## src/rtl/pll_reset_ce_gen_if.sv

```systemverilog
// pll_reset_ce_gen_if
//   Groups the lock/restart inputs and the reset/enable outputs of
//   pll_reset_ce_gen. clk and rst stay plain ports on the module.
//
//   pll_locked  PLL locked flag, asynchronous to clk
//   soft_rst    synchronous core-restart request, level-sampled
//   core_rst    registered active-high reset to core logic
//   ready       high while the core is released and running
//   ce_pix      one-cycle pixel clock enable
//   ce_aud      one-cycle audio clock enable
//   lock_lost   sticky loss-of-lock flag
//
//   master: the generator side (pll_reset_ce_gen)
//   slave : the side that drives lock/restart and consumes the outputs
interface pll_reset_ce_gen_if;
  logic pll_locked;
  logic soft_rst;
  logic core_rst;
  logic ready;
  logic ce_pix;
  logic ce_aud;
  logic lock_lost;

  modport master (
    input  pll_locked, soft_rst,
    output core_rst, ready, ce_pix, ce_aud, lock_lost
  );

  modport slave (
    output pll_locked, soft_rst,
    input  core_rst, ready, ce_pix, ce_aud, lock_lost
  );
endinterface

```

## src/rtl/pll_reset_ce_gen.sv

```systemverilog
// pll_reset_ce_gen
//   Sits behind the core PLL on clk_sys (PLL outclk_0, 49.147727 MHz).
//   Synchronizes the PLL locked flag, holds the core in reset until lock
//   has been stable for HOLD_CYCLES, then generates single-cycle pixel and
//   audio clock enables so the whole core runs on one clock. A loss of
//   lock re-asserts core reset and sets a sticky flag.
//
//   Ports:
//     clk   system clock (PLL outclk_0)
//     rst   asynchronous, active-high reset
//     bus   pll_reset_ce_gen_if.master: pll_locked, soft_rst in;
//           core_rst, ready, ce_pix, ce_aud, lock_lost out (all registered)
//
//   Optional build macro LOCK_FILTER_EN: when defined, loss of lock needs
//   LOCK_FILTER consecutive low cycles of the synchronized flag; shorter
//   glitches are ignored. When undefined, any single low cycle in HOLD or
//   RUN is a loss and no filter counter is built.
//
//   state     | meaning
//   ----------+--------------------------------------------------------
//   WAIT_LOCK | core in reset, waiting for synchronized lock
//   HOLD      | core in reset, lock must stay good for HOLD_CYCLES
//   RUN       | core released, ready=1, clock enables running
//   LOST      | one-cycle stop after loss of lock, sets lock_lost
module pll_reset_ce_gen #(
  parameter int SYNC_STAGES = 2,
  parameter int HOLD_CYCLES = 1024,
  parameter int CE_DIV      = 8,
  parameter int AUD_DIV     = 1024,
  parameter int LOCK_FILTER = 8
) (
  input  logic               clk,
  input  logic               rst,
  pll_reset_ce_gen_if.master bus
);

  localparam int HOLD_W = (HOLD_CYCLES > 1) ? $clog2(HOLD_CYCLES) : 1;
  localparam int PIX_W  = $clog2(CE_DIV);
  localparam int AUD_W  = $clog2(AUD_DIV);

  localparam logic [HOLD_W-1:0] HOLD_LAST = HOLD_W'(HOLD_CYCLES - 1);
  localparam logic [PIX_W-1:0]  PIX_LAST  = PIX_W'(CE_DIV - 1);
  localparam logic [AUD_W-1:0]  AUD_LAST  = AUD_W'(AUD_DIV - 1);

  if (SYNC_STAGES < 2 || HOLD_CYCLES < 1 || CE_DIV < 2 || AUD_DIV < 2 ||
      LOCK_FILTER < 1) begin : g_bad_param
    $error("pll_reset_ce_gen: parameter out of range");
  end

  typedef enum logic [1:0] {
    WAIT_LOCK = 2'd0,
    HOLD      = 2'd1,
    RUN       = 2'd2,
    LOST      = 2'd3
  } state_t;

  state_t            state_q, state_d;
  logic [HOLD_W-1:0] hold_q, hold_d;
  logic [PIX_W-1:0]  pix_q;
  logic [AUD_W-1:0]  aud_q;

  logic [SYNC_STAGES-1:0] sync_q;
  logic                   locked_s;
  logic                   in_hold_run;
  logic                   lock_loss;
  logic                   run_stay;

  logic core_rst_q, ready_q, ce_pix_q, ce_aud_q, lock_lost_q;

  always_ff @(posedge clk or posedge rst) begin
    if (rst) begin
      sync_q <= '0;
    end else begin
      sync_q <= {sync_q[SYNC_STAGES-2:0], bus.pll_locked};
    end
  end

  assign locked_s    = sync_q[SYNC_STAGES-1];
  assign in_hold_run = (state_q == HOLD) || (state_q == RUN);

`ifdef LOCK_FILTER_EN
  localparam int FLT_W = (LOCK_FILTER > 1) ? $clog2(LOCK_FILTER) : 1;
  localparam logic [FLT_W-1:0] FLT_LAST = FLT_W'(LOCK_FILTER - 1);

  logic [FLT_W-1:0] flt_q;

  // flt_q counts consecutive low cycles already seen; the cycle that would
  // make LOCK_FILTER of them is the loss.
  assign lock_loss = in_hold_run && !locked_s && (flt_q == FLT_LAST);

  always_ff @(posedge clk or posedge rst) begin
    if (rst) begin
      flt_q <= '0;
    end else if (!in_hold_run || locked_s || lock_loss) begin
      flt_q <= '0;
    end else begin
      flt_q <= flt_q + FLT_W'(1);
    end
  end
`else
  assign lock_loss = in_hold_run && !locked_s;
`endif

  always_ff @(posedge clk or posedge rst) begin
    if (rst) begin
      state_q <= WAIT_LOCK;
      hold_q  <= '0;
    end else begin
      state_q <= state_d;
      hold_q  <= hold_d;
    end
  end

  // Loss of lock outranks soft_rst, and soft_rst outranks the HOLD exit.
  always_comb begin
    state_d = state_q;
    hold_d  = hold_q;
    case (state_q)
      WAIT_LOCK: begin
        if (locked_s) begin
          state_d = HOLD;
          hold_d  = '0;
        end
      end
      HOLD: begin
        if (lock_loss) begin
          state_d = LOST;
        end else if (bus.soft_rst) begin
          hold_d = '0;
        end else if (hold_q == HOLD_LAST) begin
          state_d = RUN;
        end else begin
          hold_d = hold_q + HOLD_W'(1);
        end
      end
      RUN: begin
        if (lock_loss) begin
          state_d = LOST;
        end else if (bus.soft_rst) begin
          state_d = HOLD;
          hold_d  = '0;
        end
      end
      LOST: begin
        state_d = WAIT_LOCK;
      end
      default: begin
        state_d = WAIT_LOCK;
        hold_d  = '0;
      end
    endcase
  end

  // Dividers only advance while RUN persists across the edge, so they sit
  // at 0 on RUN entry (enables phase-aligned) and no enable fires on the
  // edge that leaves RUN.
  assign run_stay = (state_q == RUN) && (state_d == RUN);

  always_ff @(posedge clk or posedge rst) begin
    if (rst) begin
      pix_q       <= '0;
      aud_q       <= '0;
      core_rst_q  <= 1'b1;
      ready_q     <= 1'b0;
      ce_pix_q    <= 1'b0;
      ce_aud_q    <= 1'b0;
      lock_lost_q <= 1'b0;
    end else begin
      pix_q       <= run_stay ? ((pix_q == PIX_LAST) ? '0 : pix_q + PIX_W'(1)) : '0;
      aud_q       <= run_stay ? ((aud_q == AUD_LAST) ? '0 : aud_q + AUD_W'(1)) : '0;
      core_rst_q  <= (state_d != RUN);
      ready_q     <= (state_d == RUN);
      ce_pix_q    <= run_stay && (pix_q == PIX_LAST);
      ce_aud_q    <= run_stay && (aud_q == AUD_LAST);
      // Entering LOST wins over a simultaneous soft_rst clear.
      if (state_d == LOST) begin
        lock_lost_q <= 1'b1;
      end else if (bus.soft_rst) begin
        lock_lost_q <= 1'b0;
      end
    end
  end

  assign bus.core_rst  = core_rst_q;
  assign bus.ready     = ready_q;
  assign bus.ce_pix    = ce_pix_q;
  assign bus.ce_aud    = ce_aud_q;
  assign bus.lock_lost = lock_lost_q;

endmodule

```

## src/flat_wrapper.sv

```systemverilog
// flat-port wrapper written by rule: the top's interface ports become plain ports
module pll_reset_ce_gen_flat 
#(
  parameter int SYNC_STAGES = 2,
  parameter int HOLD_CYCLES = 1024,
  parameter int CE_DIV      = 8,
  parameter int AUD_DIV     = 1024,
  parameter int LOCK_FILTER = 8
)
  (clk, rst, bus_pll_locked, bus_soft_rst, bus_core_rst, bus_ready, bus_ce_pix, bus_ce_aud, bus_lock_lost);
  pll_reset_ce_gen_if bus_i ();
  input  logic clk;
  input  logic rst;
  input wire logic [$bits(bus_i.pll_locked)-1:0] bus_pll_locked;
  input wire logic [$bits(bus_i.soft_rst)-1:0] bus_soft_rst;
  output wire logic [$bits(bus_i.core_rst)-1:0] bus_core_rst;
  output wire logic [$bits(bus_i.ready)-1:0] bus_ready;
  output wire logic [$bits(bus_i.ce_pix)-1:0] bus_ce_pix;
  output wire logic [$bits(bus_i.ce_aud)-1:0] bus_ce_aud;
  output wire logic [$bits(bus_i.lock_lost)-1:0] bus_lock_lost;
  assign bus_i.pll_locked = bus_pll_locked;
  assign bus_i.soft_rst = bus_soft_rst;
  assign bus_core_rst = bus_i.core_rst;
  assign bus_ready = bus_i.ready;
  assign bus_ce_pix = bus_i.ce_pix;
  assign bus_ce_aud = bus_i.ce_aud;
  assign bus_lock_lost = bus_i.lock_lost;
  pll_reset_ce_gen #(.SYNC_STAGES(SYNC_STAGES), .HOLD_CYCLES(HOLD_CYCLES), .CE_DIV(CE_DIV), .AUD_DIV(AUD_DIV), .LOCK_FILTER(LOCK_FILTER)) u_core (.clk(clk), .rst(rst), .bus(bus_i));
endmodule
```

## config.mk

```make
export PLATFORM = sky130hd
export DESIGN_NAME = pll_reset_ce_gen_flat
export DESIGN_NICKNAME = d
export VERILOG_FILES = /design/src/rtl/pll_reset_ce_gen_if.sv /design/src/rtl/pll_reset_ce_gen.sv /design/src/flat_wrapper.sv
export SDC_FILE = /design/constraint.sdc
export NUM_CORES = 1
export LEC_CHECK = 0
export ABC_AREA = 1
export ABC_CLOCK_PERIOD_IN_PS = 1800
export CAP_MARGIN = 20
export CORE_MARGIN = 2
export CORE_UTILIZATION = 40
export CTS_CLUSTER_DIAMETER = 100
export DETAILED_ROUTE_END_ITERATION = 16
export SLEW_MARGIN = 20
export SYNTH_ARGS = -nofsm -noshare
export SYNTH_HDL_FRONTEND = slang
export SYNTH_SLANG_ARGS = --single-unit
```

## constraint.sdc

```tcl
create_clock -name clk -period 1.8 [get_ports clk]
set_input_delay 0.36 -clock clk [delete_from_list [all_inputs] [get_ports clk]]
set_output_delay 0.36 -clock clk [all_outputs]
set_load 0.03 [all_outputs]
```

==> After elaboration in Yosys (flattened, before gate mapping) <==
Index checks and enable logic that the tools add are counted.
{ "totals": {"wordCells": 57, "input_bits": 4, "output_inout_bits": 5, "reg_bits": 32} }
{ "op_classes": {"addsub": 3, "mux": 20, "n_eq_ne": 14, "reduce_logical": 10} }
{ "op_table": {"columns": ["operator", "n"], "rows": [
  ["10-bit 2-to-1 mux", 8],
  ["10-bit case mux with 3 select lines", 1],
  ["10-bit by 1-bit adder with 10-bit output (second input constant)", 2],
  ["10-bit == test (second input constant)", 2],
  ["2-bit 2-to-1 mux", 6],
  ["2-bit == test (second input constant)", 4],
  ["2-bit != test (second input constant)", 4],
  ["2-bit case mux with 4 select lines", 1],
  ["3-bit 2-to-1 mux", 2],
  ["6-bit AND reduction", 1],
  ["1-bit logical AND", 4],
  ["3-bit by 1-bit adder with 3-bit output (second input constant)", 1],
  ["3-bit == test (second input constant)", 1],
  ["3-bit != test (second input constant)", 1],
  ["3-bit nonzero test", 1],
  ["2-bit by 1-bit == test with 1-bit output (second input constant)", 1],
  ["2-bit logical NOT", 1],
  ["1-bit 2-to-1 mux", 2],
  ["2-bit by 1-bit != test with 1-bit output (second input constant)", 1],
  ["2-bit nonzero test", 1],
  ["1-bit logical NOT", 1],
  ["1-bit logical OR", 1]
]} }

==> Longest topological paths before layout <==
Gate-level depths: netlist of run 1.
{ "logic_depth": {"depth_word": 8, "depth_mapped": 11, "mapped_depth_nobuf": 10} }

==> Worst setup path after synthesis of run 1 <==
OpenSTA, ideal clock, no wires.
{ "synth_path": {"path_kind": "reg-to-reg", "startpoint": "register u_core.state_q[0]", "endpoint": "register u_core.hold_q[5]", "setup_slack_ns": 0.050, "setup_ns": 0.128, "synth_period_minus_slack_ns": 1.750, "t_required_ns": 1.672, "stages_incl_launch_ff": 11, "path_buffers": 1, "arrival_ns": 1.622, "path_cell_list": "dfrtp_1 inv_1 ha_1 nand2_1 nand2_1 nand2_1 nor3b_1 nand2_1 buf_2 nand2_1 o21ai_0"} }
{ "synth_via": {"elab_chain_cells": 5, "elab_cells_between_ends": 13, "cone_classes": "eq/ne (7); mux (1); reduce/logical (5)"} }
{ "synth_rtl": {"columns": ["element", "line", "rtl"], "rows": [
  ["from (decl)", "pll_reset_ce_gen.sv:57", "state_t state_q, state_d;"],
  ["from (signal assigned)", "pll_reset_ce_gen.sv:109", "state_q <= state_d;"],
  ["2-bit by 1-bit == test with 1-bit output or 2-bit == test (tied branches)", "pll_reset_ce_gen.sv:79, pll_reset_ce_gen.sv:118", null],
  ["1-bit logical OR", "pll_reset_ce_gen.sv:79", "assign in_hold_run = (state_q == HOLD) || (state_q == RUN);"],
  ["1-bit logical AND", "pll_reset_ce_gen.sv:101", "assign lock_loss = in_hold_run && !locked_s;"],
  ["2-bit != test (no line)", null, null],
  ["6-bit AND reduction (no line)", null, null],
  ["to (signal assigned)", "pll_reset_ce_gen.sv:110", "hold_q <= hold_d;"],
  ["to (decl)", "pll_reset_ce_gen.sv:58", "logic [HOLD_W-1:0] hold_q, hold_d;"]
]} }
Parallel ways exist; a longest one is shown, timed or not.
A chain may end at the register's enable or synchronous reset.

==> Worst setup path in the final report of run 1 <==
{ "layout_path": {"startpoint": "register u_core.lock_lost_q, in the netlist u_core.bus.lock_lost", "endpoint": "output bus_lock_lost"} }
{ "layout_rtl": {"columns": ["element", "line", "rtl"], "rows": [
  ["from (decl)", "pll_reset_ce_gen.sv:68", "logic core_rst_q, ready_q, ce_pix_q, ce_aud_q, lock_lost_q;"],
  ["from (signal assigned)", "pll_reset_ce_gen.sv:167", "lock_lost_q <= 1'b0;"],
  ["from (signal assigned)", "pll_reset_ce_gen.sv:177", "lock_lost_q <= 1'b1;"],
  ["from (signal assigned)", "pll_reset_ce_gen.sv:179", "lock_lost_q <= 1'b0;"],
  ["to (decl)", "flat_wrapper.sv:20", "output wire logic [$bits(bus_i.lock_lost)-1:0] bus_lock_lost;"]
]} }
No word-level cell between the ends.

==> reports/qor.yml, run 1 <==
status: "finished, final reports clean"
hold_class: "reg -> reg"
p_leak_nw: 1.02
synth_area_leaders: "dfrtp_1 43%, nand2_1 9.7%, ha_1 6.2%, nor2_4 6.2%, nand3_1 5.5%"
slew_headroom_pct: 69.8
crit_path_start_kind: "register"
vias: 1340
numPortBuffers: 8
max_freq_mhz: 598
path_max_fanout: 2
core_area_um2: 4380
synth_nets: 222
power.density_nw_per_um2: 1050
ir_worst_vdd_v: 0.000850
row_count: 24
setup-violations-final: 0
ios: 9
cts_max_level: 2
path_clk_slew_ns: 0.06
firstDrtPassIters: 4
criticalPathCategory: "reg -> out"
place_congestion: 0.812
synth_edf_count: 0
die_x_um: 71.5
drv_slew: 0
grt_max_degree: 24
drtAntennaViolNets: 0
yosysUniqueCellTypes: 31
synthArstFlopShare_pct: 100
total_power_mw: 2.32
die_area_um2: 5110
synthCells: 209
ys_seq_area_share_pct: 44.0
synthFlopType: "dfrtp_1"
synth_most_common_cell: "nand2_1"
cts_tree: "done"
cp.arrival_ns: 1.31
clock_path_buffers: 2
numCtsBuffers: 5
clock-root-buffer: "clkbuf_8"
final.setup.tns_ns: 0
avgViaCountPerCell: 4.62
finalHoldViolations: 0
wl_per_cell_um: 10.9
clkSinkCount: 32
tightest_slew_ns: 0.452
dpl.hpwl_um: 2320
synth_top_area_share_pct: 42.6
slowest_stage: "clkdlybuf4s50_1"
chipHeight_um: 71.5
groute.usage.overall_pct: 14.2
min_period_ns: 1.67
synth.avg_cell_area_um2: 8.72
clk_latency_ns: 0.29
grt_pass1_wl_um: 5640
drtIter0Drc: 58
cpPeakStageDelay_ns: 0.68
nNetsFinal: 250
antenna_found_initial: 0
synth_seq_cells: 32
routed_wl_um: 3170
critPathBufInv: 1
drv_cap: 0
drc: 0
start_util_pct: 41.6
ys_warn_count: 0
cp-end-kind: "output port"
cp_top_family: "buffers and inverters"
syn-cell-area_um2: 1820
synth_common_cells: "47 x nand2_1, 31 x dfrtp_1, 21 x inv_1"
skew_ns: 0.00665
area_growth_pct: 21.6
fin_crit_sh_pct: 93.0
grt_pass1_vias: 1260
cp_cell_sequence: "clkdlybuf4s50_1"
cp.required_ns: 1.44
grt_overflow: 0
antenna_cells: 0
synth_top_area_cell: "dfrtp_1"
drive_above_1_share_pct: 22.3
stage by stage:
stage / hold slack [ns] / setup WS [ns] / cells / utilization [%] / area (µm²)
floorplan: 0.331 / 0.0497 / 209 / - / 1820
global placement: 0.335 / 0.00361 / 281 / 47.5 / 2080
detailed placement: 0.346 / -0.0340 / 281 / 47.5 / 2080
CTS: 0.362 / 0.0344 / 289 / 50.1 / 2190
global route: 0.379 / -0.00443 / 290 / 50.5 / 2210
finish: 0.362 / 0.127 / 290 / 50.5 / 2210
sequential cells by signal (all words and copies together), names as in the netlist:
register,flops
u_core.bus.core_rst,1
u_core.hold_q,10
u_core.pix_q,3
u_core.bus.ready,1
u_core.bus.ce_aud,1
u_core.sync_q,2
u_core.aud_q,10
u_core.state_q,2
u_core.bus.lock_lost,1
u_core.bus.ce_pix,1
cells in the final DEF, fill, tap and decap left out, drive strengths merged, types with 5 or more instances in the layout:
master / instances
a21oi: 5
ha: 9
nand3: 23
o21ai: 9
buf: 16
nor2: 31
nand2: 51
dfrtp: 31
clkbuf: 5
nand4: 6
inv: 23
clkdlybuf4s50: 7
xor2: 6
where the power goes:
part | total (mW) | leakage, nW | switching, mW | internal (mW)
clock | 0.683 | 0.0541 | 0.273 | 0.409
sequential | 0.819 | 0.434 | 0.0310 | 0.788
combinational | 0.818 | 0.531 | 0.485 | 0.333
layer usage:
metal,vias to the layer above,GRT usage (%),part of all wire [%]
met3,5,4.50,3.6
met4,0,6.92,2.5
met1,586,19.0,49
met5,-,0,0
met2,18,20.9,44
li1,731,-,-
cells by family (layout without fill, tap and decap cells):
group,count (synthesis),in the layout,share of synthesized area [%]
compound gates,17,17,5.70
xor+xnor,7,7,3.37
fa+ha+maj,9,9,6.18
buf+inv,26,55,6.53
flops,32,32,44.0
simple gates,118,118,34.2
path summary, 6_finish.rpt:
check                                            startpoint  slack [ns]                     endpoint  cells past startpoint
max in group asynchronous                               rst        0.95    u_core.aud_q[7]$_DFF_PP0_                      3
hold reg to reg                  u_core.sync_q[0]$_DFF_PP0_        0.36   u_core.sync_q[1]$_DFF_PP0_                      0
min in group asynchronous                               rst        0.37   u_core.bus.ready$_DFF_PP0_                      2
setup reg to reg                u_core.state_q[0]$_DFF_PP0_        0.15  u_core.bus.ce_pix$_DFF_PP0_                     10
hold / removal                   u_core.sync_q[0]$_DFF_PP0_        0.36   u_core.sync_q[1]$_DFF_PP0_                      0
setup / recovery           u_core.bus.lock_lost$_DFFE_PP0P_        0.13                bus_lock_lost                      1
cell type report:
| class | instances | area, µm² |
|---|---|---|
| Fill cell | 400 | 2170 |
| Tap cell | 52 | 65.1 |
| Inverter | 23 | 86.3 |
| Timing Repair Buffer | 24 | 236 |
| Multi-Input combinational cell | 151 | 913 |
| Clock inverter | 3 | 42.5 |
| Clock buffer | 5 | 68.8 |
| Sequential cell | 32 | 802 |
what timing repair did:
action,in CTS,in global routing
buffers inserted,0,1
hold buffers,0,0
gates resized for setup,1,4
setup endpoints to repair,1,18
Note: power is estimated with default switching activity, not from simulation.
==> inputs of run 2 (changes only) <==
Settings changed: CORE_MARGIN 2 to not set.
==> run 2 against run 1 <==
Net effect: sequential share of layout area is 0.41 points higher; die area is 5.5% lower; largest power group unchanged; first-iteration DRC count is 6.9% higher; largest cell class unchanged; total power is 5.2% lower; sequential cell count stayed put; critical endpoint is now u_core.hold_q[5]$_DFFE_PP0P_; worst hold slack worse by 0.015 ns; register-to-register slack worse by 0.04 ns; sequential power hardly changed; combinational power is 0.9% lower; design area is 0.96% lower; maximum frequency is 1.0% lower; clock-buffer cell count is 1 higher.
==> reports/qor.yml, run 2 (same netlist as run 1, synthesis figures left out) <==
status: "finished, final reports clean"  # unchanged
clkSinkCount: 32  # unchanged
hold_class: "reg -> reg"  # unchanged
clock_path_buffers: 2  # unchanged
slew_headroom_pct: 70.8  # was 69.8%
grt_pass1_vias: 1307  # was 1260
routed_wl_um: 3160  # was 3170 µm
cpPeakStageDelay_ns: 0.38  # was 0.68 ns
drtAntennaViolNets: 0  # unchanged
area_growth_pct: 20.4  # was 21.6%
finalHoldViolations: 0  # unchanged
row_count: 24  # unchanged
firstDrtPassIters: 4  # unchanged
cts_max_level: 2  # unchanged
nNetsFinal: 249  # was 250
chipHeight_um: 69.5  # was 71.5 µm
slowest_stage: "dfrtp_1"  # was clkdlybuf4s50_1
clock-root-buffer: "clkbuf_8"  # unchanged
cts_setup_buffers: 0  # unchanged
crit_path_start_kind: "register"  # unchanged
layout_commonest_cell: "nand2_1"  # unchanged
power.density_nw_per_um2: 1000  # was 1050 nW/µm²
dp_slack_ns: -0.0820  # was -0.0340 ns
grt_overflow: 0  # unchanged
cp_top_family: "simple AND/OR/NAND/NOR gates"  # was buffers and inverters
place_congestion: 0.813  # was 0.812
postLayoutCoreUtil_pct: 50.4  # was 50.5%
cp_cell_sequence: "inv_1 -> ha_1 -> nand2_2 -> nand2_1 -> nand2_2 -> nor3b_2 -> nand2_1 -> buf_6 -> nand2_1 -> o21ai_0"  # was clkdlybuf4s50_1
setup-violations-final: 0  # unchanged
core_area_um2: 4350  # was 4380 µm²
grt_pass1_wl_um: 5770  # was 5640 µm
antenna_cells: 0  # unchanged
min_period_ns: 1.69  # was 1.67 ns
antenna_found_initial: 0  # unchanged
critPathBufInv: 2  # was 1
drv_cap: 0  # unchanged
path_clk_slew_ns: 0.07  # was 0.06 ns
drtIter0Drc: 62  # was 58
path_max_fanout: 14  # was 2
reg_top3: "u_core.aud_q (10), u_core.hold_q (10), u_core.pix_q (3)"  # unchanged
drv_slew: 0  # unchanged
die_area_um2: 4830  # was 5110 µm²
grt_max_degree: 24  # unchanged
ir_worst_vdd_v: 0.000634  # was 0.000850 V
p_leak_nw: 1.01  # was 1.02 nW
numPortBuffers: 8  # unchanged
drive_above_1_share_pct: 22.8  # was 22.3%
total_power_mw: 2.20  # was 2.32 mW
layout_common_cells: "45 x nand2_1, 30 x dfrtp_1, 20 x nand3_1, 20 x inv_1, 19 x nor2_1"  # was 45 x nand2_1, 31 x dfrtp_1, 21 x inv_1
dp_cells: 281  # unchanged
cp.arrival_ns: 1.86  # was 1.31 ns
path_common_cell: "nand2_1"
layout_setup_ws_ns: 0.109  # was 0.127 ns
hold_buffers: 0  # unchanged
dpl.hpwl_um: 2430  # was 2320 µm
numCtsBuffers: 5  # unchanged
ios: 9  # unchanged
cp.required_ns: 1.96  # was 1.44 ns
vias: 1375  # was 1340
groute.usage.overall_pct: 15.2  # was 14.2%
cts_tree: "done"  # unchanged
finalNonFillerCells: 289  # was 290
wl_per_cell_um: 10.9  # about the same
tightest_slew_ns: 0.438  # was 0.452 ns
die_x_um: 69.5  # was 71.5 µm
skew_ns: 0.00842  # was 0.00665 ns
drc: 0  # unchanged
fin_crit_sh_pct: 93.9  # was 93.0%
avgViaCountPerCell: 4.76  # was 4.62
clk_latency_ns: 0.28  # was 0.29 ns
criticalPathCategory: "reg -> reg"  # was reg -> out
start_util_pct: 41.8  # was 41.6%
cp-end-kind: "register"  # was output port
max_freq_mhz: 591  # was 598 MHz
rsz0062_at_grt: "false"
## run 2: changes by cell type in the layout (fill, tap and decap cells not counted), sizes merged
cell      previous run  this run
bufinv               1         0
clkbuf               5         6
clkinv               1         2
buf                 16        15
clkinvlp             1         0
## run 2: path summary, 6_finish.rpt
check	to	slack [ns]	start	depth (start not counted)
worst max-delay path	u_core.hold_q[5]$_DFFE_PP0P_	0.11	u_core.state_q[1]$_DFF_PP0_	10
worst min-delay path	u_core.sync_q[1]$_DFF_PP0_	0.35	u_core.sync_q[0]$_DFF_PP0_	0
worst max register to register	u_core.hold_q[5]$_DFFE_PP0P_	0.11	u_core.state_q[1]$_DFF_PP0_	10
worst min register to register	u_core.sync_q[1]$_DFF_PP0_	0.35	u_core.sync_q[0]$_DFF_PP0_	0
max in group asynchronous	u_core.aud_q[0]$_DFF_PP0_	0.95	rst	3
min in group asynchronous	u_core.hold_q[4]$_DFFE_PP0P_	0.38	rst	2
## run 2: layer usage
| metal | wire length [µm] | track usage, % | vias up |
|---|---|---|---|
| li1 | - | - | 726 |
| met2 | 1460 | 23.8 | 17 |
| met1 | 1540 | 19.8 | 626 |
| met3 | 103 | 3.34 | 6 |
| met5 | 0 | 0 | - |
| met4 | 56 | 7.48 | 0 |
## run 2: report_power, final
part | leakage (nW) | switching [mW] | total, mW | internal [mW]
sequential | 0.433 | 0.0329 | 0.821 | 0.788
combinational | 0.527 | 0.483 | 0.811 | 0.328
clock | 0.0510 | 0.263 | 0.567 | 0.305
## run 2: layout make-up
| class | count | area (µm²) |
|---|---|---|
| inverter | 23 | 86.3 |
| timing repair buffer | 23 | 233 |
| multi-input combinational | 151 | 913 |
| clock inverter | 2 | 10.0 |
| fill | 402 | 2160 |
| clock buffer | 6 | 82.6 |
| sequential | 32 | 803 |
| tap | 52 | 65.1 |
## run 2: repair_timing
item                                    CTS  global route
gates resized for setup                   2             6
pin swaps                                 0             1
endpoints found under the setup margin    5            15
gates cloned                              0             0
## run 2: through the flow
step	setup TNS, ns	cell area, µm²	hold WS [ns]
final	0	2190	0.348
after global routing	0	2190	0.354
after CTS	0	2180	0.351
after detailed placement	-1.32	2080	0.336
after global placement	-0.542	2080	0.333
after floorplan	0	1820	0.331
==> inputs of run 3 (changes only) <==
Settings changed: ABC_CLOCK_PERIOD_IN_PS 1800 to 1870.
Clock period 1.8 ns to 1.87 ns, I/O delays scaled along.
==> run 3 against run 2 <==
Net effect: largest power group unchanged; routed wire length rose by 1.5%; clock power fell by 5.5%; total power fell by 5.4%; critical endpoint is now u_core.hold_q[6]$_DFFE_PP0P_; non-clock buffer count fell by 3; clock skew fell by 0.0011 ns; via count fell by 2.0%.
==> reports/qor.yml, run 3 (same netlist as run 1, synthesis figures left out) <==
status: "finished, final reports clean"  # unchanged
final.setup.tns_ns: 0  # unchanged
hold_class: "reg -> reg"  # unchanged
swShare_pct: 35.7  # was 35.4%
start_util_pct: 41.8  # unchanged
cts_tree: "done"  # unchanged
p_leak_nw: 1.00  # was 1.01 nW
max_freq_mhz: 586  # was 591 MHz
chipHeight_um: 69.5  # unchanged
place_congestion: 0.857  # was 0.813
clock_path_buffers: 2  # unchanged
min_period_ns: 1.71  # was 1.69 ns
layout_commonest_cell: "nand2_1"  # unchanged
critPathBufInv: 2  # unchanged
clkSinkCount: 32  # unchanged
cp-end-kind: "register"  # unchanged
multiInputGateArea_um2: 911  # was 913 µm²
die_x_um: 69.5  # unchanged
power.switching_mw: 0.742  # was 0.778 mW
cp_top_family: "simple AND/OR/NAND/NOR gates"  # unchanged
fin_hold_ws_ns: 0.349  # was 0.348 ns
drc: 0  # unchanged
grt_overflow: 0  # unchanged
groute.usage.overall_pct: 14.8  # was 15.2%
crit_path_start_kind: "register"  # unchanged
reg_top3: "u_core.aud_q (10), u_core.hold_q (10), u_core.pix_q (3)"  # unchanged
clock-root-buffer: "clkbuf_8"  # unchanged
row_count: 24  # unchanged
numCtsBuffers: 5  # unchanged
antenna_found_initial: 0  # unchanged
path_max_fanout: 14  # unchanged
drive_above_1_share_pct: 21.4  # was 22.8%
slowest_stage: "dfrtp_1"  # unchanged
power.density_nw_per_um2: 958  # was 1000 nW/µm²
avgViaCountPerCell: 4.71  # was 4.76
grt_pass1_vias: 1292  # was 1307
ir_worst_vdd_v: 0.000616  # was 0.000634 V
cts_max_level: 2  # unchanged
numPortBuffers: 8  # unchanged
core_area_um2: 4350  # unchanged
grt_pass1_wl_um: 5680  # was 5770 µm
drtAntennaViolNets: 0  # unchanged
firstDrtPassIters: 4  # unchanged
fin_crit_sh_pct: 91.3  # was 93.9%
clk_latency_ns: 0.27  # was 0.28 ns
wl_per_cell_um: 11.2  # was 10.9 µm
finalNonFillerCells: 286  # was 289
cp.arrival_ns: 1.90  # was 1.86 ns
dpl.hpwl_um: 2410  # was 2430 µm
criticalPathCategory: "reg -> reg"  # unchanged
routed_wl_um: 3200  # was 3160 µm
cp.required_ns: 2.06  # was 1.96 ns
clockPowerShare_pct: 25.8  # about the same
combPwrFrac_pct: 36.1  # was 36.9%
ios: 9  # unchanged
skew_ns: 0.00736  # was 0.00842 ns
antenna_cells: 0  # unchanged
slew_headroom_pct: 71.8  # was 70.8%
drv_slew: 0  # unchanged
nNetsFinal: 246  # was 249
layout_common_cells: "45 x nand2_1, 31 x dfrtp_1, 20 x nand3_1"  # was 45 x nand2_1, 30 x dfrtp_1, 20 x nand3_1, 20 x inv_1, 19 x nor2_1
grt_max_degree: 24  # unchanged
die_area_um2: 4830  # unchanged
setup-violations-final: 0  # unchanged
hold_buffers: 0  # unchanged
vias: 1347  # was 1375
p_int_mw: 1.34  # was 1.42 mW
tightest_slew_ns: 0.423  # was 0.438 ns
area_growth_pct: 19.2  # was 20.4%
seqCellArea_um2: 802  # was 803 µm²
drtIter0Drc: 54  # was 62
n_fill_cell: 413  # was 402
finalHoldViolations: 0  # unchanged
cpPeakStageDelay_ns: 0.36  # was 0.38 ns
dp_cells: 277  # was 281
drv_cap: 0  # unchanged
cp_cell_sequence: "inv_1 -> ha_1 -> nand2_2 -> nand2_1 -> nand2_2 -> nor3b_2 -> nand2_1 -> buf_6 -> o21ai_0"  # was inv_1 -> ha_1 -> nand2_2 -> nand2_1 -> nand2_2 -> nor3b_2 -> nand2_1 -> buf_6 -> nand2_1 -> o21ai_0
p_seq_share_pct: 38.1  # was 37.3%
path_clk_slew_ns: 0.07  # about the same
## run 3: through the flow
step	cell area (µm²)	util [%]	power (mW)	worst slack, ns
after CTS	2150	49.3	2.07	0.0292
after global routing	2170	49.9	2.23	-0.00213
after detailed placement	2050	47.2	1.52	-0.0367
after floorplan	1820	-	1.29	0.120
final	2170	49.9	2.08	0.163
after global placement	2050	47.2	1.52	-0.0191
## run 3: worst register-to-register path, stage by stage (launching register included)
cell,delay (ns)
dfrtp_1,0.36
inv_1,0.06
ha_1,0.33
nand2_2,0.11
nand2_1,0.07
nand2_2,0.08
nor3b_2,0.17
nand2_1,0.12
buf_6,0.16
o21ai_0,0.17
## run 3: timing repair
item / 4_1_cts / 5_1_grt
setup endpoints to repair: 0 / 12
setup buffers: 0 / 1
resized for setup: 0 / 7
## run 3: final cells by class
class / instances / share of cell area, %
inverters: 23 / 3.98
clock buffers: 6 / 3.80
repair buffers: 20 / 9.86
multi-input cells: 151 / 42.0
clock inverters: 2 / 0.461
flip-flops and latches: 32 / 36.9
well taps: 52 / 3.00
## run 3: path summary, 6_finish.rpt
check / endpoint / start / depth (start not counted) / slack (ns)
worst max-delay path: u_core.hold_q[6]$_DFFE_PP0P_ / u_core.state_q[0]$_DFF_PP0_ / 9 / 0.16
worst min-delay path: u_core.sync_q[1]$_DFF_PP0_ / u_core.sync_q[0]$_DFF_PP0_ / 0 / 0.35
worst max register to register: u_core.hold_q[6]$_DFFE_PP0P_ / u_core.state_q[0]$_DFF_PP0_ / 9 / 0.16
worst min register to register: u_core.sync_q[1]$_DFF_PP0_ / u_core.sync_q[0]$_DFF_PP0_ / 0 / 0.35
max in group asynchronous: u_core.hold_q[8]$_DFFE_PP0P_ / rst / 3 / 1.02
min in group asynchronous: u_core.bus.ready$_DFF_PP0_ / rst / 2 / 0.39
## run 3: power groups by stage
stage	sequential, mW	clock, mW	combinational (mW)
detailed placement	0.808	0	0.709
finish	0.793	0.536	0.751
global route	0.801	0.590	0.836
floorplan	0.862	0	0.432
CTS	0.794	0.562	0.714
global placement	0.810	0	0.709
## run 3: routing by layer
metal | global-route usage (%) | vias up | wire, µm | share of wire [%]
met2 | 22.3 | 14 | 1430 | 45
met5 | 0 | - | 0 | 0
met3 | 3.78 | 5 | 80 | 2.5
met4 | 6.12 | 0 | 52 | 1.6
li1 | - | 717 | - | -
met1 | 20.1 | 611 | 1630 | 51
